==> src/rtl/ewrap_ctrl.sv <==
// EWRAP loopback sequencer: switches the SIPO source on code-group boundaries,
// blanks received data while the new source settles, and strobes symbol loads.
module ewrap_ctrl #(
  parameter int DATA_WIDTH     = 10,
  parameter int CNT_W          = 4,
  parameter int SETTLE_SYMBOLS = 2
) (
  input  logic             clk,
  input  logic             reset_L,
  input  logic             pma_enable,
  input  logic             EWRAP_req,
  output logic             EWRAP,
  output logic             sipo_load,
  output logic             rx_data_valid,
  output logic [CNT_W-1:0] bit_cnt,
  output logic [1:0]       state,
  output logic             mode_switch_done
);

  typedef enum logic [1:0] {
    IDLE   = 2'b00,
    STABLE = 2'b01,
    SYNC   = 2'b10,
    SETTLE = 2'b11
  } state_t;

  localparam logic [CNT_W-1:0] LAST_BIT    = CNT_W'(DATA_WIDTH - 1);
  localparam logic [3:0]       SETTLE_LAST = 4'(SETTLE_SYMBOLS - 1);

  state_t           state_q, state_d;
  logic             ewrap_q, ewrap_d;
  logic [CNT_W-1:0] bit_cnt_q, bit_cnt_d;
  logic [3:0]       settle_cnt_q, settle_cnt_d;
  logic             done_q, done_d;
  logic             load;
  logic             req_diff;

  assign load             = pma_enable & (bit_cnt_q == LAST_BIT);
  assign req_diff         = (EWRAP_req != ewrap_q);
  assign EWRAP            = ewrap_q;
  assign sipo_load        = load;
  assign rx_data_valid    = load & (state_q == STABLE);
  assign bit_cnt          = bit_cnt_q;
  assign state            = state_q;
  assign mode_switch_done = done_q;

  always_comb begin
    bit_cnt_d    = '0;
    state_d      = state_q;
    ewrap_d      = ewrap_q;
    settle_cnt_d = settle_cnt_q;
    done_d       = 1'b0;

    if (pma_enable && !load) begin
      bit_cnt_d = bit_cnt_q + 1'b1;
    end

    // Losing the enable overrides every other event outside IDLE.
    if (state_q != IDLE && !pma_enable) begin
      state_d      = IDLE;
      settle_cnt_d = '0;
    end else begin
      unique case (state_q)
        IDLE: begin
          ewrap_d = EWRAP_req;
          if (pma_enable) begin
            state_d      = SETTLE;
            settle_cnt_d = '0;
          end
        end
        STABLE: begin
          if (req_diff) state_d = SYNC;
        end
        SYNC: begin
          if (!req_diff) begin
            state_d = STABLE;
          end else if (load) begin
            ewrap_d      = EWRAP_req;
            state_d      = SETTLE;
            settle_cnt_d = '0;
          end
        end
        SETTLE: begin
          // A new request wins over settle completion in the same cycle.
          if (req_diff) begin
            state_d = SYNC;
          end else if (load) begin
            if (settle_cnt_q != 4'hF) settle_cnt_d = settle_cnt_q + 4'd1;
            if (settle_cnt_q == SETTLE_LAST) begin
              state_d = STABLE;
              done_d  = 1'b1;
            end
          end
        end
        default: state_d = IDLE;
      endcase
    end
  end

  always_ff @(posedge clk or negedge reset_L) begin
    if (!reset_L) begin
      state_q      <= IDLE;
      ewrap_q      <= 1'b0;
      bit_cnt_q    <= '0;
      settle_cnt_q <= '0;
      done_q       <= 1'b0;
    end else begin
      state_q      <= state_d;
      ewrap_q      <= ewrap_d;
      bit_cnt_q    <= bit_cnt_d;
      settle_cnt_q <= settle_cnt_d;
      done_q       <= done_d;
    end
  end

endmodule

==> config.mk <==
export PLATFORM = sky130hd
export DESIGN_NAME = ewrap_ctrl
export DESIGN_NICKNAME = d
export VERILOG_FILES = /design/src/rtl/ewrap_ctrl.sv
export SDC_FILE = /design/constraint.sdc
export NUM_CORES = 1
export LEC_CHECK = 0
export ABC_CLOCK_PERIOD_IN_PS = 6000
export BUFFER_PORTS_ARGS = -buffer_cell sky130_fd_sc_hd__buf_2
export CORE_MARGIN = 2
export CORE_UTILIZATION = 50
export CTS_CLUSTER_SIZE = 16
export DETAILED_ROUTE_END_ITERATION = 8
export GPL_TIMING_DRIVEN = 0
export PLACE_DENSITY = 0.72
export SYNTH_ARGS = -nofsm -noshare
export SYNTH_HDL_FRONTEND = slang
export SYNTH_SLANG_ARGS = --single-unit
==> constraint.sdc <==
create_clock -name clk -period 6 [get_ports clk]
set_clock_uncertainty 0.1 [all_clocks]
set_input_delay 0.6 -clock clk [delete_from_list [all_inputs] [get_ports clk]]
set_output_delay 0.6 -clock clk [all_outputs]
set_load 0.05 [all_outputs]
==> flow_summary_export.csv <==
group,metric,value,unit
status,status,"complete, no violations",
logic_synthesis,synthMuxAreaShare,3.85,%
finish,n_antenna_cell,0,
sta,fin_ws,3320,ps
placement,dp_cells,113,
finish,final_cells,116,
pwr,power,0.400,mW
die,die_area,1960,sq um
logic_synthesis,synth_xor_area_share,3.08,%
worst_setup_path,worst_path_max_delay_cell,"or4_1",
worst_setup_path,startpoint_type,"register",
logic_synthesis,synth_fa_ha_area_share,12.3,%
logic_synthesis,syn_inst,84,
cts,insertion_delay,270,ps
die,die_h,44.3,um
worst_setup_path,critPathTopFamily,"simple AND/OR/NAND/NOR gates",
pwr,peakVddDrop,0.243,mV
logic_synthesis,ys_seq_area_share,37.0,%
finish,drive_gt1_share,29.0,%
sta,finalSetupViolCount,0,
cts,cts.reportedPaths.clkPinSlew,80,ps
worst_setup_path,setup.worst_path.end_class,"register",
logic_synthesis,ys_warn_count,0,
detailed_routing,wirelength,1460,um
worst_setup_path,slowest_delay,510,ps
sta,max-slew-margin-rel,73.3,%
logic_synthesis,synth_top_flop_cell,"dfrtp_1",
cts,cts_buffers,3,
hold_path,hp-class,"in -> async",
detailed_routing,firstDrtPassIters,4,
detailed_routing,routedWlPerCell,12.6,um
sta,finalCriticalPeriod,2680,ps
grt,first_global_vias,573,
finish,seq_area,300,sq um
logic_synthesis,syn_nets,96,
cts,hold_buffers,0,
worst_setup_path,crit_type,"reg -> reg",
logic_synthesis,ys_ff_latch,12,
placement,numPortBuffers,13,
grt,grt_first_pass_wirelength,2460,um
sta,holdWs,93.8,ps
pwr,p_leak,0.461,nW
cts,cts_num_sinks,12,
worst_setup_path,crit_path_frequent_cell,"or4_1",
cts,cts_tree,"built",
placement,finalWeightedCongestion,0.797,
die,initial_utilization,53.9,%
die,die_width,44.3,um
die,io_pins,14,
detailed_routing,drt-vias-per-instance,5.72,
sta,rsz0062_at_grt,"no",
finish,fin_nets,114,
pwr,powerDensity,434,nW/um^2
die,core,1510,sq um
placement,hpwl,1110,um
cts,htreeDepth,1,
placement,dpl-instance-area,897,sq um
worst_setup_path,worstPathMaxFanout,9,
cts,cts_resized,0,
sta,slew_violations,0,
detailed_routing,drt_iter0_drc,7,
logic_synthesis,synth-simple-area-share,23.9,%
grt,overflow,0,
finish,fill_cells,140,
worst_setup_path,cp.arrival,2780,ps
cts,post_cts_buffers,0,
worst_setup_path,crit_buf_inv,3,
sta,clock.fmax,374,MHz
grt,grt_max_degree,13,
logic_synthesis,synth-edff-count,0,
grt,antenna_found_initial,0,
grt,track_usage,17.1,%
logic_synthesis,synth_top_family_by_area,"simple AND/OR/NAND/NOR gates",
detailed_routing,num_vias,664,
detailed_routing,antenna_left,0,
finish,fin_area,920,sq um
cts,cts-root-buf,"clkbuf_4",
sta,period_share,44.6,%
die,rows,14,
sta,worstMarginPinSlew,401,ps
placement,pre_cts_ws,3380,ps
detailed_routing,drc,0,
worst_setup_path,cp.required,6110,ps
finish,multiInputGateArea,465,sq um
finish,area_growth,13.3,%
logic_synthesis,synth-async-reset-ratio,100,%
run,max-cap-violations,0,
sta,setup_tns,0,ps
logic_synthesis,synth_compound_area_share,14.2,%
logic_synthesis,avgSynthCellArea,9.67,sq um
worst_setup_path,path_cells,"inv_1 > ha_1 > clkbuf_4 > o21ai_2 > a21oi_1 > or4_1 > buf_2 > or4_1 > nand3_1",
finish,post-route-util,61.0,%
sta,hold_viol,0,
logic_synthesis,yosysUniqueCellTypes,38,
logic_synthesis,syn-cell-area,812,sq um
cts,clock_path_buffers,2,
power breakdown:
part	switching, mW	total (mW)	leakage [nW]	internal, mW
Clock	0.0265	0.0497	0.0138	0.0232
Combinational	0.142	0.233	0.289	0.0906
Sequential	0.0210	0.117	0.159	0.0961
layer usage:
| layer | part of all wire, % | routed length (um) | GRT usage, % | up-vias |
|---|---|---|---|---|
| met5 | 0 | 0 | 0 | - |
| met4 | 0.68 | 10 | 5.45 | 0 |
| met3 | 3.6 | 52 | 3.67 | 2 |
| met2 | 46 | 677 | 27.6 | 12 |
| met1 | 49 | 719 | 22.7 | 312 |
| li1 | - | - | - | 338 |
placed cells by master (no fill, tap or decap), types with 3 or more instances in the layout:
master | synthesis | final
nand2b_1 | 3 | 3
inv_1 | 5 | 5
nor2_1 | 5 | 5
a21oi_1 | 4 | 4
clkbuf_4 | 1 | 4
buf_2 | 1 | 14
nand2_1 | 7 | 7
dfrtp_1 | 12 | 12
nand3_1 | 5 | 5
ha_1 | 8 | 8
cell families (layout without fill, tap and decap cells):
group / after synthesis / after routing
compound gates: 16 / 16
xor+xnor: 2 / 2
fa+ha+maj: 8 / 8
buf+inv: 9 / 25
flops: 12 / 12
mux: 3 / 3
simple gates: 34 / 34
path summary, 6_finish.rpt:
path	start	endpoint	slack, ps	depth (start not counted)
setup / recovery	state[0]	settle_cnt_q[3]	3320	9
hold / removal	reset_L	bit_cnt[2]	90	1
setup reg to reg	state[0]	settle_cnt_q[3]	3320	9
hold reg to reg	bit_cnt[0]	bit_cnt[0]	410	1
max in group asynchronous	reset_L	EWRAP	5480	1
min in group clk	bit_cnt[0]	bit_cnt[0]	410	1
cell usage after synthesis, types with 2 or more instances:
master	n	area share, %
nand3_1	5	3.1
mux2i_1	2	2.5
nand2_1	7	3.2
dfrtp_1	12	37
nor4_1	2	1.5
o21ai_0	2	1.2
ha_1	8	12
nor2_1	5	2.3
a21oi_1	4	2.5
inv_1	5	2.3
or4_1	2	1.8
or2_2	2	1.5
nand2b_1	3	2.3
registers in the layout (all words and copies together) (netlist names):
name / count
EWRAP: 1
bit_cnt: 4
mode_switch_done: 1
settle_cnt_q: 4
state: 2
cell type report:
type / count / area share (%)
multi-input combinational: 63 / 50.6
buffer: 3 / 2.59
inverter: 6 / 2.45
tap: 16 / 2.18
timing repair buffer: 13 / 7.07
sequential: 12 / 32.7
clock buffer: 3 / 2.45
worst reg2reg max path: stages (launching register included):
cell and delay (ps):
dfrtp_1 440, inv_1 120, ha_1 210, clkbuf_4 170, o21ai_2 250, a21oi_1 70, or4_1 510, buf_2 170
or4_1 460, nand3_1 90
No activity file was read; power rests on OpenSTA's default activity.
